### src/rtl/fml_wb_bridge.sv
// Wishbone classic (32-bit) slave to FML 4x64-bit burst master.
// A one-line read buffer serves repeat reads to the same 32-byte line.
module fml_wb_bridge #(
  parameter int unsigned adr_width = 28
) (
  input  logic                 sys_clk,
  input  logic                 sys_rst,
  input  logic [31:0]          wb_adr_i,
  input  logic [31:0]          wb_dat_i,
  output logic [31:0]          wb_dat_o,
  input  logic [3:0]           wb_sel_i,
  input  logic                 wb_cyc_i,
  input  logic                 wb_stb_i,
  input  logic                 wb_we_i,
  output logic                 wb_ack_o,
  output logic [adr_width-1:0] fml_adr,
  output logic                 fml_stb,
  output logic                 fml_we,
  input  logic                 fml_ack,
  output logic [7:0]           fml_sel,
  output logic [63:0]          fml_do,
  input  logic [63:0]          fml_di
);

  localparam int unsigned LW = adr_width - 5;

  localparam logic [2:0] S_IDLE    = 3'd0;
  localparam logic [2:0] S_REQ     = 3'd1;
  localparam logic [2:0] S_RDBURST = 3'd2;
  localparam logic [2:0] S_WRBURST = 3'd3;
  localparam logic [2:0] S_ACK     = 3'd4;

  logic [2:0]           state_q, state_d;
  logic [1:0]           cnt_q, cnt_d;
  logic                 valid_q, valid_d;
  logic                 ack_q, ack_d;
  logic [31:0]          rdat_q, rdat_d;
  logic                 fstb_q, fstb_d;
  logic                 fwe_q, fwe_d;
  logic [adr_width-1:0] fadr_q, fadr_d;

  logic [LW-1:0]        tag_q, tag_d;
  logic [LW-1:0]        line_q, line_d;
  logic [1:0]           beat_q, beat_d;
  logic                 half_q, half_d;
  logic                 we_q, we_d;
  logic [31:0]          dat_q, dat_d;
  logic [3:0]           sel_q, sel_d;
  logic [63:0]          buf_q [4];
  logic [63:0]          buf_d [4];

  logic                 req;
  logic [LW-1:0]        in_line;
  logic [1:0]           in_beat;
  logic                 in_half;
  logic [63:0]          wr_word;
  logic [7:0]           wr_mask;
  logic [63:0]          rd_word;
  logic [63:0]          hit_word;
  logic                 wr_active;
  logic [1:0]           wr_k;
  logic                 unused_adr;

  assign unused_adr = ^{wb_adr_i >> adr_width, wb_adr_i[1:0]};

  assign req     = wb_cyc_i & wb_stb_i & ~ack_q;
  assign in_line = wb_adr_i[adr_width-1:5];
  assign in_beat = wb_adr_i[4:3];
  assign in_half = wb_adr_i[2];

  assign wr_word  = {dat_q, dat_q};
  assign wr_mask  = half_q ? {4'b0000, sel_q} : {sel_q, 4'b0000};
  assign hit_word = buf_q[in_beat];
  // The final read beat is not in the buffer yet when the ack word is chosen.
  assign rd_word  = (beat_q == 2'd3) ? fml_di : buf_q[beat_q];

  // Write beat 0 goes out on the fml_ack cycle itself, while still in REQ.
  assign wr_active = (state_q == S_WRBURST) || ((state_q == S_REQ) && fml_ack && we_q);
  assign wr_k      = (state_q == S_WRBURST) ? cnt_q : 2'd0;

  always_comb begin
    fml_sel = '0;
    fml_do  = '0;
    if (wr_active && (wr_k == beat_q)) begin
      fml_sel = wr_mask;
      fml_do  = wr_word;
    end
  end

  always_comb begin
    state_d = state_q;
    cnt_d   = cnt_q;
    valid_d = valid_q;
    ack_d   = 1'b0;
    rdat_d  = rdat_q;
    fstb_d  = fstb_q;
    fwe_d   = fwe_q;
    fadr_d  = fadr_q;
    tag_d   = tag_q;
    line_d  = line_q;
    beat_d  = beat_q;
    half_d  = half_q;
    we_d    = we_q;
    dat_d   = dat_q;
    sel_d   = sel_q;
    buf_d   = buf_q;

    case (state_q)
      S_IDLE: begin
        if (req) begin
          line_d = in_line;
          beat_d = in_beat;
          half_d = in_half;
          we_d   = wb_we_i;
          dat_d  = wb_dat_i;
          sel_d  = wb_sel_i;
          if (!wb_we_i && valid_q && (in_line == tag_q)) begin
            rdat_d  = in_half ? hit_word[31:0] : hit_word[63:32];
            state_d = S_ACK;
          end else begin
            fadr_d  = {in_line, 5'b00000};
            fstb_d  = 1'b1;
            fwe_d   = wb_we_i;
            state_d = S_REQ;
            if (!wb_we_i) valid_d = 1'b0;
          end
        end
      end
      S_REQ: begin
        if (fml_ack) begin
          fstb_d = 1'b0;
          fwe_d  = 1'b0;
          cnt_d  = 2'd1;
          if (we_q) begin
            if (valid_q && (tag_q == line_q)) begin
              for (int unsigned i = 0; i < 8; i++) begin
                if (wr_mask[i]) buf_d[beat_q][8*i +: 8] = wr_word[8*i +: 8];
              end
            end
            state_d = S_WRBURST;
          end else begin
            buf_d[0] = fml_di;
            state_d  = S_RDBURST;
          end
        end
      end
      S_RDBURST: begin
        buf_d[cnt_q] = fml_di;
        cnt_d        = cnt_q + 2'd1;
        if (cnt_q == 2'd3) begin
          tag_d   = line_q;
          valid_d = 1'b1;
          rdat_d  = half_q ? rd_word[31:0] : rd_word[63:32];
          state_d = S_ACK;
        end
      end
      S_WRBURST: begin
        cnt_d = cnt_q + 2'd1;
        if (cnt_q == 2'd3) state_d = S_ACK;
      end
      S_ACK: begin
        ack_d   = 1'b1;
        state_d = S_IDLE;
      end
      default: state_d = S_IDLE;
    endcase
  end

  always_ff @(posedge sys_clk) begin
    if (sys_rst) begin
      state_q <= S_IDLE;
      cnt_q   <= '0;
      valid_q <= 1'b0;
      ack_q   <= 1'b0;
      rdat_q  <= '0;
      fstb_q  <= 1'b0;
      fwe_q   <= 1'b0;
      fadr_q  <= '0;
    end else begin
      state_q <= state_d;
      cnt_q   <= cnt_d;
      valid_q <= valid_d;
      ack_q   <= ack_d;
      rdat_q  <= rdat_d;
      fstb_q  <= fstb_d;
      fwe_q   <= fwe_d;
      fadr_q  <= fadr_d;
    end
  end

  always_ff @(posedge sys_clk) begin
    tag_q  <= tag_d;
    line_q <= line_d;
    beat_q <= beat_d;
    half_q <= half_d;
    we_q   <= we_d;
    dat_q  <= dat_d;
    sel_q  <= sel_d;
    buf_q  <= buf_d;
  end

  assign wb_ack_o = ack_q;
  assign wb_dat_o = rdat_q;
  assign fml_stb  = fstb_q;
  assign fml_we   = fwe_q;
  assign fml_adr  = fadr_q;

endmodule
### config.mk
export PLATFORM = sky130hd
export DESIGN_NAME = fml_wb_bridge
export DESIGN_NICKNAME = d
export VERILOG_FILES = /design/src/rtl/fml_wb_bridge.sv
export SDC_FILE = /design/constraint.sdc
export NUM_CORES = 1
export LEC_CHECK = 0
export BUFFER_PORTS_ARGS = -buffer_cell sky130_fd_sc_hd__buf_2
export CAP_MARGIN = 20
export CORE_ASPECT_RATIO = 0.75
export CORE_MARGIN = 10
export CORE_UTILIZATION = 50
export CTS_CLUSTER_DIAMETER = 120
export CTS_CLUSTER_SIZE = 12
export DETAILED_ROUTE_END_ITERATION = 12
export HOLD_SLACK_MARGIN = 0.08
export PLACE_DENSITY_LB_ADDON = 0.15
export RECOVER_POWER = 100
export REMOVE_ABC_BUFFERS = 1
export SLEW_MARGIN = 25
export SYNTH_ARGS = -nofsm -noshare
export SYNTH_HDL_FRONTEND = slang
export SYNTH_SLANG_ARGS = --single-unit
### constraint.sdc
create_clock -name sys_clk -period 5.95 [get_ports sys_clk]
set_clock_uncertainty 0.2 [all_clocks]
set_input_delay 0.2975 -clock sys_clk [delete_from_list [all_inputs] [get_ports sys_clk]]
set_output_delay 0.2975 -clock sys_clk [all_outputs]
set_load 0.05 [all_outputs]
## Yosys cells after proc, flatten, opt, wreduce, memory -nomap -nowiden

Index checks and enable logic that the tools add are counted.

| word-level totals | value |
|---|---|
| flip-flop bits (word level) | 406 |
| output and inout port bits | 135 |
| logic and storage cells | 183 |

| operators by class | value |
|---|---|
| add/sub/neg operators | 1 |
| order comparisons | 5 |
| eq/ne operators | 19 |
| muxes and demuxes | 106 |
| bitwise gates (word level) | 7 |
| reductions and logical operators | 26 |

Operators by type and width:

| kind | count |
|---|---|
| 256-bit 2-to-1 mux | 38 |
| 256-bit bitwise mux | 9 |
| 64-bit demux with 2-bit select | 9 |
| 64-bit 2-to-1 mux | 9 |
| 256-bit case mux with 2 select lines | 1 |
| 64-bit binary-select mux with 2-bit select | 2 |
| 192-bit 2-to-1 mux | 1 |
| 32-bit 2-to-1 mux | 6 |
| 32-bit case mux with 2 select lines | 1 |
| 56-bit 2-to-1 mux | 1 |
| 48-bit 2-to-1 mux | 1 |
| 23-bit equality test | 2 |
| 40-bit 2-to-1 mux | 1 |
| 24-bit 2-to-1 mux | 1 |
| 8-bit 2-to-1 mux | 3 |
| 16-bit 2-to-1 mux | 1 |
| 2-bit inequality test, second input constant | 7 |
| 3-bit 2-to-1 mux | 4 |
| 4-bit AND reduction | 3 |
| 1-bit 2-to-1 mux | 11 |
| 3-bit greater-or-equal comparator, second input constant | 3 |
| 2-bit inverter with 3-bit output | 3 |
| 3-bit case mux with 3 select lines | 1 |
| 3-bit AND reduction | 3 |
| other kinds (22) | 43 |

## Logic depth before layout (Yosys ltp)

| depth | value |
|---|---|
| depth in word-level cells | 53 |
| gate-level depth with buffers | 9 |

## Worst setup path before layout

OpenSTA, ideal clock, no wires.

| timing path | value |
|---|---|
| path type | reg2reg |
| start point | register ack_q (netlist: wb_ack_o) |
| end point | register rdat_q[0] (netlist: wb_dat_o[0]) |
| setup time | 0.121 ns |
| data arrival time | 2.587 ns |
| data required time | 5.629 ns |
| slack | 3.042 ns |
| stages on the path, launching flop included | 7 |
| path buffers | 1 |
| path through | dfxtp_1 > nand3b_1 > nor2_4 > or2_1 > o211ai_4 > buf_6 > mux2_4 |

| between the ends | value |
|---|---|
| word-level cells in the longest chain between the ends | 4 |

Ends and longest elaborated chain:

| element | RTL line | source |
|---|---|---|
| start, declared | 36 | `logic ack_q, ack_d;` |
| start signal, assigned | 183 | `ack_q <= ack_d;` |
| 1-bit inverter | 66 | `assign req = wb_cyc_i & wb_stb_i & ~ack_q;` |
| 1-bit AND | 66 |  |
| 2-bit inequality test (no line) | -- |  |
| 4-bit AND reduction (no line) | -- |  |
| end signal, assigned | 184 | `rdat_q <= rdat_d;` |
| end, declared | 37 | `logic [31:0] rdat_q, rdat_d;` |

Every way passes these cells.
A chain may end at the register's enable or synchronous reset.

## Final worst setup path

| timing path | value |
|---|---|
| start point | register state_q[0] |
| end point | register buf_q[13] (netlist bit) (enable) |

| between the ends | value |
|---|---|
| word-level cells in the longest chain between the ends | 3 |
| elaborated cells between the ends (all ways) | 7 |
| classes of those cells | eq/ne: 5; reduce/logical: 2 |

Ends and longest elaborated chain:

| element | RTL line | source |
|---|---|---|
| start, declared | 33 | `logic [2:0] state_q, state_d;` |
| start signal, assigned | 180 | `state_q <= state_d;` |
| 3-bit by 1-bit equality test with 1-bit output or 3-bit by 2-bit equality test with 1-bit output (tied branches) | 108 | `case (state_q)` |
| 2-bit by 1-bit inequality test with 1-bit output (no line) (tied with other cells) | -- |  |
| 4-bit AND reduction (no line) (*) | -- |  |
| end signal, assigned | 199 | `buf_q <= buf_d;` |
| end, declared | 49 | `logic [63:0] buf_q [4];` |

Every way passes the cells marked *; elsewhere a longest branch is shown, timed or not.

==> impl_metrics.ini <==
[status]
status = complete, but fails checks
violations = max-capacitance violations, max-slew violations

[floorplanning]
core_area_mm2 = 0.0421
die_y_um = 199
die-area_mm2 = 0.0515
initial_core_util_pct = 50.8
fp-row-count = 65
ioPinCount = 273
die_w_um = 259

[global_routing]
antenna_found_initial = 4
track_usage_pct = 25.4
grt_pass1_vias = 15720
grt_start_max_net_pins = 83
grt_remaining_overflow = 0
grt_pass1_wl_um = 99000

[detailed_routing]
vias = 15618
drtIter0Drc = 1816
drcViolationCount = 0
vias_per_cell = 6.42
routedWlPerCell_um = 27.8
drtAntennaViolNets = 0
drtPass1Iterations = 5
wl_um = 67600

[sta]
hold_ws_ns = 0.196
final.setup.tns_ns = 0
rsz0062_at_grt = no
report.final.slew_viol_count = 294
worst_pin_slew_ns = 3.54
post-route-period-util_pct = 86.3
post-route-min-period_ns = 5.13
finalSetupViolations = 0
hold_violations = 0
maxSlewHeadroom_pct = -136
max_freq_mhz = 195

[power_and_ir_drop]
switching_power_mw = 1.57
ir_drop_v = 0.000206
swShare_pct = 25.0
p_clk_share_pct = 37.5
seq_power_share_pct = 51.0
p_comb_share_pct = 11.5
p_per_area_mw_per_mm2 = 251
power.internal_mw = 4.69
p_leak_nw = 8.43

[min_path]
worstHoldPathCells = 5
hp-class = in2reg

[setup_path]
cp_data_arrival_time_ns = 5.14
worstSetupPathType = reg2reg
reg2reg_slack_ns = 0.82
end_kind = flip-flop
crit_path_start_kind = flip-flop
crit_fanout = 38
required_ns = 5.95
rr_worst_depth = 7

[finish]
drive_above_1_share_pct = 19.3
area_growth_syn_to_layout_pct = 16.5
final_nets = 1976
antennaDiodeCount = 0
fillers = 3488
instances_no_fill = 2433

[synth]
synthMostInstantiatedCell = edfxtp_1
yosysTopAreaCellShare_pct = 48.0
ys_top_cells_by_area = edfxtp_1, mux4_2, a22o_1
ys.warnings.count = 0
synth_largest_area_cell = edfxtp_1
syn_area_mm2 = 0.0214
ys_ff_latch = 406
synth.distinct_cells = 61
syn_area_per_cell_um2 = 13.9
synth_cells = 1536
ys_seq_area_share_pct = 54.0
synth_commonest_cells = edfxtp_1, a22o_1, mux4_2
async_reset_ff_share_pct = 0
synth_flop_cell = edfxtp_1
synth_edf_count = 342

[cts]
ctsLongestPathBuffers = 3
clkTransAtPathRegs_ns = 0.07
worstSkewPairLatency_ns = 0.56
cts_root_buf = clkbuf_16
post_cts_resized = 0
cts_sinks = 406
h-tree-depth = 2
cts_tree = yes
numCtsBuffers = 39

[run]
drv_cap = 8

[placed_design]
placed_cells = 2234
numPortBuffers = 261
place_congestion = 0.808
hpwl_um = 41100
-- routing by layer --
layer	part of all wire, %	global-route usage [%]	up-vias
met4	2.7	6.98	6
met3	11	7.01	147
met5	0.041	0	-
li1	-	-	6717
met1	40	34.1	7864
met2	46	40.1	884
-- cell usage in the layout, fill, tap and decap left out, drive strengths merged, types with 11 or more instances in the layout --
master / n
edfxtp: 342
nand2b: 68
a22o: 256
buf: 170
nor2b: 33
o22ai: 42
nor2: 67
mux2i: 64
nand2: 20
xnor2: 32
mux4: 108
o211ai: 11
a21oi: 42
dlygate4sd3: 125
xor2: 15
nor3: 14
dfxtp: 64
clkbuf: 209
and2: 37
o21ai: 15
mux2: 24
-- registers in the layout, summed over array words and instances, names as in the netlist, 2 cells and up --
register and flops:
line_q 23, state_q 3, beat_q 2, dat_q 32
buf_q 256, tag_q 23, cnt_q 2, fml_adr 23
sel_q 4, wb_dat_o 32
-- stage by stage --
step	area, um2	util, %	setup WS [ns]	power [mW]
6_report	24900	59.1	0.818	6.26
3_3_place_gp	22800	54.1	1.68	3.88
4_1_cts	25200	59.8	1.64	6.28
2_1_floorplan	20400	-	0.985	3.62
3_5_place_dp	22800	54.2	1.66	3.90
5_1_grt	24900	59.1	0.722	6.45
-- critical path: stages, from the launching register on --
cell and delay (ns):
dfxtp_1 0.58, or3b_1 1.27, buf_4 0.53, nand2_1 0.39, nor2_1 0.80, nor2_1 0.07
a21oi_1 0.52, clkbuf_1 0.39
-- cells by family (layout without fill, tap and decap cells) --
kind of cell | after synthesis | count (layout) | synth area share, %
fa+ha+maj | 4 | 4 | 0.234
mux | 196 | 196 | 15.8
other cells | 1 | 5 | 0.0175
buf+inv | 187 | 511 | 4.67
flops | 406 | 406 | 54.0
compound gates | 419 | 419 | 15.8
xor+xnor | 47 | 47 | 1.93
simple gates | 276 | 276 | 7.52
-- final timing paths --
path | end | startpoint
max | buf_q[13] | state_q[0]
min | state_q[2] | wb_cyc_i
max reg2reg | buf_q[13] | state_q[0]
min reg2reg | tag_q[19] | line_q[19]
-- power groups by stage --
stage          sequential, mW  clock [mW]  combinational [mW]
2_1_floorplan            3.29           0               0.329
3_3_place_gp             3.25           0               0.634
3_5_place_dp             3.25           0               0.645
4_1_cts                  3.19        2.37               0.716
5_1_grt                  3.20        2.49               0.761
6_report                 3.19        2.35               0.718
-- layout make-up --
| class | instances | area, um2 | area share, % |
|---|---|---|---|
| clock buffer | 68 | 1090 | 4.40 |
| inverter | 4 | 15.0 | 0.0603 |
| clock inverter | 3 | 26.3 | 0.106 |
| sequential | 406 | 11600 | 46.4 |
| timing repair buffer | 436 | 2730 | 11.0 |
| tap | 569 | 712 | 2.86 |
| multi-input combinational | 947 | 8780 | 35.2 |
-- repair_timing --
action                                  4_1_cts  5_1_grt
endpoints found under the setup margin        0        0
hold buffers                                125        0
buffers inserted                              0        0
hold endpoints to repair                    344        0
Power figures use the tool's default switching activity.
